--- config.mk ---
export PLATFORM = sky130hd
export DESIGN_NAME = muldiv_unit
export DESIGN_NICKNAME = d
export VERILOG_FILES = /design/src/rtl/muldiv_pkg.sv /design/src/rtl/muldiv_addsub.sv /design/src/rtl/muldiv_unit.sv
export SDC_FILE = /design/constraint.sdc
export NUM_CORES = 1
export LEC_CHECK = 0
export ABC_AREA = 1
export CAP_MARGIN = 20
export CORE_MARGIN = 2
export CORE_UTILIZATION = 25
export DETAILED_ROUTE_END_ITERATION = 16
export SETUP_SLACK_MARGIN = 0.05
export SYNTH_ARGS = -nofsm -noshare
export SYNTH_HDL_FRONTEND = slang
export SYNTH_HIERARCHICAL = 1
export SYNTH_SLANG_ARGS = --single-unit
--- constraint.sdc ---
create_clock -name clk -period 23.5 [get_ports clk]
set_input_delay 7.05 -clock clk [delete_from_list [all_inputs] [get_ports clk]]
set_output_delay 7.05 -clock clk [all_outputs]
set_load 0.02 [all_outputs]
--- src/rtl/muldiv_pkg.sv ---
// Shared definitions for the HI/LO multiply/divide unit: op codes, FSM states, width.
package muldiv_pkg;

    localparam int unsigned MD_WIDTH = 32;

    typedef enum logic [2:0] {
        MD_OP_MULT  = 3'b000,
        MD_OP_MULTU = 3'b001,
        MD_OP_DIV   = 3'b010,
        MD_OP_DIVU  = 3'b011
    } md_op_e;

    typedef enum logic [1:0] {
        ST_IDLE = 2'd0,
        ST_RUN  = 2'd1,
        ST_FIX  = 2'd2
    } md_state_e;

    // Ops with bit 2 set are reserved.
    function automatic logic md_op_valid(input logic [2:0] op);
        return ~op[2];
    endfunction

    // MULT and DIV are signed; MULTU and DIVU have op[0] set.
    function automatic logic md_op_signed(input logic [2:0] op);
        return ~op[0];
    endfunction

endpackage

--- src/rtl/muldiv_addsub.sv ---
// Combinational add/subtract with carry-out, shared by multiply and divide steps.
module muldiv_addsub
    import muldiv_pkg::*;
#(
    parameter int unsigned W = MD_WIDTH
) (
    input  logic [W-1:0] x,
    input  logic [W-1:0] y,
    input  logic         sub,
    output logic [W-1:0] sum_c,
    output logic         cout_c
);

    logic [W-1:0] y_eff;

    // Subtraction is x + ~y + 1; carry-out high means no borrow.
    always_comb begin
        y_eff           = sub ? ~y : y;
        {cout_c, sum_c} = {1'b0, x} + {1'b0, y_eff} + (W+1)'(sub);
    end

endmodule

--- src/rtl/muldiv_unit.sv ---
// Iterative MULT/MULTU/DIV/DIVU unit owning HI/LO; one add/subtract per RUN cycle.
module muldiv_unit
    import muldiv_pkg::*;
#(
    parameter int unsigned WIDTH = MD_WIDTH,
    parameter int unsigned ITER  = MD_WIDTH
) (
    input  logic             clk,
    input  logic             rst,
    input  logic             start,
    input  logic [2:0]       op,
    input  logic [WIDTH-1:0] a,
    input  logic [WIDTH-1:0] b,
    input  logic             hi_we,
    input  logic             lo_we,
    input  logic [WIDTH-1:0] wdata,
    output logic             busy,
    output logic             done,
    output logic             div_by_zero,
    output logic [WIDTH-1:0] hi,
    output logic [WIDTH-1:0] lo
);

    localparam int unsigned CNT_W = $clog2(ITER);
    localparam int unsigned PW    = 2 * WIDTH;

    md_state_e        state;
    logic [CNT_W-1:0] count;
    logic [CNT_W-1:0] bit_idx;
    logic             is_div;
    logic             sign_a;
    logic             sign_b;
    logic             div0;
    logic [WIDTH-1:0] a_raw;
    logic [WIDTH-1:0] mag_a;
    logic [WIDTH-1:0] mag_b;
    logic [PW-1:0]    work;
    logic [PW-1:0]    work_next;

    logic [WIDTH-1:0] as_x;
    logic [WIDTH-1:0] as_y;
    logic [WIDTH-1:0] as_sum;
    logic             as_sub;
    logic             as_cout;
    logic             keep;

    logic             launch_signed;
    logic [WIDTH-1:0] a_abs;
    logic [WIDTH-1:0] b_abs;
    logic [PW-1:0]    prod_fix;
    logic [WIDTH-1:0] fix_hi;
    logic [WIDTH-1:0] fix_lo;

    muldiv_addsub #(.W(WIDTH)) u_addsub (
        .x      (as_x),
        .y      (as_y),
        .sub    (as_sub),
        .sum_c  (as_sum),
        .cout_c (as_cout)
    );

    // Operand magnitudes at launch; unsigned ops take the raw operands.
    always_comb begin
        launch_signed = md_op_signed(op);
        a_abs = (launch_signed && a[WIDTH-1]) ? (~a + WIDTH'(1)) : a;
        b_abs = (launch_signed && b[WIDTH-1]) ? (~b + WIDTH'(1)) : b;
    end

    // One iteration: LSB-first shift-add, or restoring trial subtraction MSB-first.
    always_comb begin
        bit_idx   = CNT_W'(WIDTH - 1) - count;
        as_x      = work[PW-1:WIDTH];
        as_y      = mag_a;
        as_sub    = 1'b0;
        keep      = 1'b0;
        work_next = {1'b0, work[PW-1:1]};
        if (is_div) begin
            as_x      = {work[PW-2:WIDTH], mag_a[bit_idx]};
            as_y      = mag_b;
            as_sub    = 1'b1;
            keep      = work[PW-1] | as_cout;
            work_next = {(keep ? as_sum : as_x), work[WIDTH-2:0], keep};
        end else if (mag_b[count]) begin
            work_next = {as_cout, as_sum, work[WIDTH-1:1]};
        end
    end

    // Sign correction; divide-by-zero bypasses the datapath result.
    always_comb begin
        prod_fix = (sign_a ^ sign_b) ? (~work + PW'(1)) : work;
        fix_hi   = prod_fix[PW-1:WIDTH];
        fix_lo   = prod_fix[WIDTH-1:0];
        if (is_div) begin
            if (div0) begin
                fix_hi = a_raw;
                fix_lo = '1;
            end else begin
                fix_lo = (sign_a ^ sign_b) ? (~work[WIDTH-1:0] + WIDTH'(1)) : work[WIDTH-1:0];
                fix_hi = sign_a ? (~work[PW-1:WIDTH] + WIDTH'(1)) : work[PW-1:WIDTH];
            end
        end
    end

    always_ff @(posedge clk or posedge rst) begin
        if (rst) begin
            state       <= ST_IDLE;
            count       <= '0;
            is_div      <= 1'b0;
            sign_a      <= 1'b0;
            sign_b      <= 1'b0;
            div0        <= 1'b0;
            a_raw       <= '0;
            mag_a       <= '0;
            mag_b       <= '0;
            work        <= '0;
            busy        <= 1'b0;
            done        <= 1'b0;
            div_by_zero <= 1'b0;
            hi          <= '0;
            lo          <= '0;
        end else begin
            done        <= 1'b0;
            div_by_zero <= 1'b0;
            case (state)
                ST_IDLE: begin
                    if (start) begin
                        if (md_op_valid(op)) begin
                            is_div <= op[1];
                            sign_a <= launch_signed & a[WIDTH-1];
                            sign_b <= launch_signed & b[WIDTH-1];
                            div0   <= (b == '0);
                            a_raw  <= a;
                            mag_a  <= a_abs;
                            mag_b  <= b_abs;
                            work   <= '0;
                            count  <= '0;
                            busy   <= 1'b1;
                            state  <= ST_RUN;
                        end
                    end else begin
                        if (hi_we) hi <= wdata;
                        if (lo_we) lo <= wdata;
                    end
                end
                ST_RUN: begin
                    work  <= work_next;
                    count <= count + CNT_W'(1);
                    if (count == CNT_W'(ITER - 1)) state <= ST_FIX;
                end
                ST_FIX: begin
                    hi          <= fix_hi;
                    lo          <= fix_lo;
                    div_by_zero <= is_div & div0;
                    done        <= 1'b1;
                    busy        <= 1'b0;
                    state       <= ST_IDLE;
                end
                default: state <= ST_IDLE;
            endcase
        end
    end

endmodule
# Word level (Yosys, flattened, before mapping)
# Cells that the tools add are included.
# word_totals
reg_bits,238
in_bits,104
# classes
n_addsub,9
magnitude_cmp,2
eq_ne,9
n_mux,41
n_bitwise,13
reduce_logical,12
# ops
operator,count
$mux 32,16
$mux 64,5
$not 32->32,5
$add 32x1->32 const B,4
$pmux 32 s2,2
$pmux 64 s2,1
$add 64x1->64 const B,1
$not 64->64,1
$add 32x32->33,1
$add 33x1->33,1
$logic_not 32->1,1
$reduce_and 3->1,6
$lt 5x6->1 const B,2
$ne 2x2->1 const B,6
$bmux 1 s5,2
$mux 5,2
$pmux 5 s2,1
$mux 1,7
$mux 2,3
$add 5x1->5 const B,1
$eq 5x5->1 const B,1
$sub 5x5->5 const A,1
$pmux 2 s2,1
$reduce_bool 2->1,2
9 further kinds,13

# Depth between registers and ports, before layout
# depth
word_depth,10
ltp_mapped,29
mapped_depth_nobuf,26

# By module
# The synthesis kept the hierarchy.
# by_module_without_submodules
module,n_inst,cells_each,area_per_inst_um2,seq_area_each_um2
muldiv_unit,1,2636,16709.8,5930.7
muldiv_addsub,1,485,2580.0,0.0

# Worst setup path before layout
# Ideal clock, no wire load.
# synth_timing
kind,input-to-reg
startpoint,input port a[1]
endpoint,register mag_a[28]
setup_ps,120
arrival_time_ps,8300
required_time_ps,23380
slack_ps,15080
stages,10
path_cell_list,inv_1 -> ha_1 -> nand2_1 -> nor2_1 -> nand2_1 -> inv_1 -> nand3_1 -> o211ai_1 -> a21oi_1 -> a31o_2
# synth_via
elab_chain_len,3
# synth_rtl
item,line,source
from (decl),muldiv_unit.sv:12,"input logic [WIDTH-1:0] a,"
$not 32->32,muldiv_unit.sv:65,a_abs = (launch_signed && a[WIDTH-1]) ? (~a + WIDTH'(1)) : a;
$add 32x1->32,muldiv_unit.sv:65,
$mux 32,muldiv_unit.sv:65,
to (signal assigned),muldiv_unit.sv:133,mag_a <= a_abs;
to (decl),muldiv_unit.sv:35,logic [WIDTH-1:0] mag_a;
# Every way passes these cells.
# A chain may end at the register's enable or synchronous reset.

# Worst setup path after layout
# layout_timing
startpoint,input port start
endpoint,register count[3]
# layout_via
elab_chain_len,2
# layout_rtl
item,line,source
from (decl),muldiv_unit.sv:10,"input logic start,"
$ne 2x2->1 (no line),-,
$reduce_and 3->1 (no line),-,
to (signal assigned),muldiv_unit.sv:147,count <= count + CNT_W'(1);
to (decl),muldiv_unit.sv:28,logic [CNT_W-1:0] count;
# Every way passes these cells.

==> flow_metrics.env <==
export IMPL_firstDrtPassIters=5
export IMPL_finalWirelength_mm=76.8
export IMPL_cts_root_buf="clkbuf_16"
export IMPL_final_antenna_net_count=0
export IMPL_async_flop_share_pct=100
export IMPL_synth_area_sq_um=19300
export IMPL_fin_area_sq_um=22700
export IMPL_die_area_sq_um=79400
export IMPL_relSlewSlack_pct=30.2
export IMPL_synth_nets=3266
export IMPL_h_tree_depth=1
export IMPL_n_antenna_cell=0
export IMPL_max_cap_viol_count=0
export IMPL_r2r_end="work[63]"
export IMPL_cts_tree="built"
export IMPL_worst_clock_skew_ns=0.0159
export IMPL_core_sq_um=76200
export IMPL_regToRegStartpoint="is_div"
export IMPL_hold_start="a_raw[20]"
export IMPL_fin_ws_ns=14.07
export IMPL_fp_dieH_um=282
export IMPL_yosysWarnings=6
export IMPL_slew_violations=0
export IMPL_seq_area_frac_synth_pct=30.7
export IMPL_worstRegToRegCells=20
export IMPL_setup_viol=0
export IMPL_synth_edf_count=0
export IMPL_ys_seq_elements=237
export IMPL_vias_per_cell=4.93
export IMPL_fin_crit_ns=9.43
export IMPL_path_max_fanout=108
export IMPL_vias=20900
export IMPL_nFillCells=8528
export IMPL_grt_first_pass_wirelength_mm=116
export IMPL_hold_depth=2
export IMPL_port_buffers=170
export IMPL_drtIter0Drc=2229
export IMPL_dpl_hpwl_mm=59.6
export IMPL_start_util_pct=25.3
export IMPL_drc=0
export IMPL_critPathArrivalTime_ns=9.85
export IMPL_gr_total_overflow=0
export IMPL_dp_slack_ns=13.52
export IMPL_syn2layout_area_growth_pct=17.9
export IMPL_postCtsSetupBuffers=0
export IMPL_grt_usage_pct=19.0
export IMPL_cts_buffer_depth=3
export IMPL_cts_made_buffers=28
export IMPL_critPathRequiredTime_ns=23.92
export IMPL_num_rows=101
export IMPL_final_nets=3328
export IMPL_rsz0062_at_grt="false"
export IMPL_tns_ns=0
export IMPL_antenna_found_initial=0
export IMPL_grt_pass1_vias=19000
export IMPL_clk_latency_ns=0.58
export IMPL_clock_fmax_ghz=0.106
export IMPL_final_common_cell="nand2_1"
export IMPL_drive_above_1_share_pct=4.06
export IMPL_start_kind="input pin"
export IMPL_syn_inst=3121
export IMPL_io_pin_count=171
export IMPL_ff2ff_setup_slack_ns=17.51
export IMPL_hold_buffers=0
export IMPL_place_area_sq_um=21800
export IMPL_die_width_um=282
export IMPL_period_share_pct=40.1
export IMPL_grt_max_degree=109
export IMPL_tightest_slew_ns=1.05
export IMPL_synth_flop_cell="dfrtp_1"
export IMPL_gp_congestion=0.939
export IMPL_cts_resized=0
export IMPL_drt_wirelength_per_cell_um=18.1
export IMPL_hold_viol_final=0
export IMPL_cts_sinks=237
export IMPL_final_cell_mix="897 x nand2_1, 385 x nor2_1, 292 x inv_1"
export IMPL_syn_avg_cell_area_sq_um=6.18
export IMPL_clk_pin_slew_ns=0.07
export IMPL_end_kind="flop"
export IMPL_status="complete, no violations"
export IMPL_synth_cell_type_count=51
export IMPL_hold_path_endpoint="a_raw[20]"
export IMPL_critical_path_class="input pin to flop"
export IMPL_hp_class="flop to flop"
[worst max-delay path: stages]
cell             delay, ns
clkdlybuf4s50_1       0.48
inv_1                 0.05
nor2_1                0.11
nand2_2               0.05
buf_4                 0.29
inv_2                 0.10
buf_4                 0.74
nor2_2                0.08
inv_2                 0.60
o21ai_0               0.22
[kinds of logic (layout without fill, tap and decap cells)]
group	count (synthesis)	after routing	synth area share (%)
fa+ha+maj	41	41	2.70
flops	237	237	30.7
buf+inv	464	548	9.49
simple gates	1665	1665	35.7
compound gates	622	622	17.1
xor+xnor	92	92	4.22
[Yosys cell counts, types with 5 or more instances]
| master | instances | share of area (%) |
|---|---|---|
| nor3_1 | 22 | 0.57 |
| nor2_1 | 386 | 7.5 |
| nand3b_1 | 6 | 0.23 |
| buf_2 | 40 | 1.0 |
| a31oi_1 | 10 | 0.32 |
| xnor2_1 | 8 | 0.36 |
| inv_1 | 294 | 5.7 |
| nand2_2 | 16 | 0.52 |
| nand4_1 | 29 | 0.94 |
| inv_2 | 9 | 0.18 |
| a21oi_1 | 272 | 7.1 |
| buf_4 | 8 | 0.31 |
| o21ai_0 | 245 | 6.4 |
| o21ai_2 | 5 | 0.23 |
| dfrtp_1 | 237 | 31 |
| nand2_1 | 898 | 17 |
| clkbuf_1 | 88 | 1.7 |
| o21ai_1 | 19 | 0.49 |
| xor2_1 | 83 | 3.8 |
| or2_2 | 5 | 0.16 |
| buf_1 | 20 | 0.39 |
| o31ai_1 | 9 | 0.35 |
| ha_1 | 40 | 2.6 |
| o21bai_1 | 8 | 0.31 |
| o211ai_1 | 8 | 0.31 |
| nor2_2 | 8 | 0.26 |
| nand3_1 | 275 | 7.1 |
| nand3_2 | 6 | 0.31 |
| o22ai_1 | 33 | 1.1 |
[registers in the layout (all words and copies together), names as in the netlist, 2 cells and up]
signal / cells
a_raw: 32
count: 5
hi: 32
lo: 32
mag_a: 31
mag_b: 32
state: 2
work: 64
[per-stage QoR]
stage,hold slack [ns],cells,util (%)
floorplan,0.450,3121,-
global placement,0.476,4183,28.6
detailed placement,0.481,4183,28.6
CTS,0.498,4235,29.9
global route,0.537,4235,29.9
finish,0.496,4235,29.9
[metal layers]
layer	GRT usage (%)	share of wire, %	vias up
met5	0	0	-
met4	6.66	3.7	0
met3	2.65	6.9	115
met2	29.9	45	740
met1	26.4	44	9749
li1	-	-	10300
[how the worst max path moves through the flow]
stage               start       end  depth (start not counted)  slack (ns)
finish              start  count[3]                         10       14.07
global route        start  count[2]                         11       13.79
CTS                 start  count[3]                         10       14.11
floorplan             rst  a_raw[0]                          1        9.95
detailed placement  start  count[3]                         10       13.52
global placement    start  count[2]                         11       13.53
[area by class of cell]
cell class | instances | area [sq um] | share of cell area, %
multi-input cells | 2420 | 11500 | 50.8
well taps | 1030 | 1290 | 5.67
inverters | 306 | 1160 | 5.09
clock buffers | 42 | 813 | 3.58
flip-flops and latches | 237 | 5930 | 26.1
clock inverters | 10 | 151 | 0.666
repair buffers | 190 | 1850 | 8.14
Power is left out: the tool's default activity adds up to more than one toggle a clock period on the data nets, which glitch-free logic cannot reach.
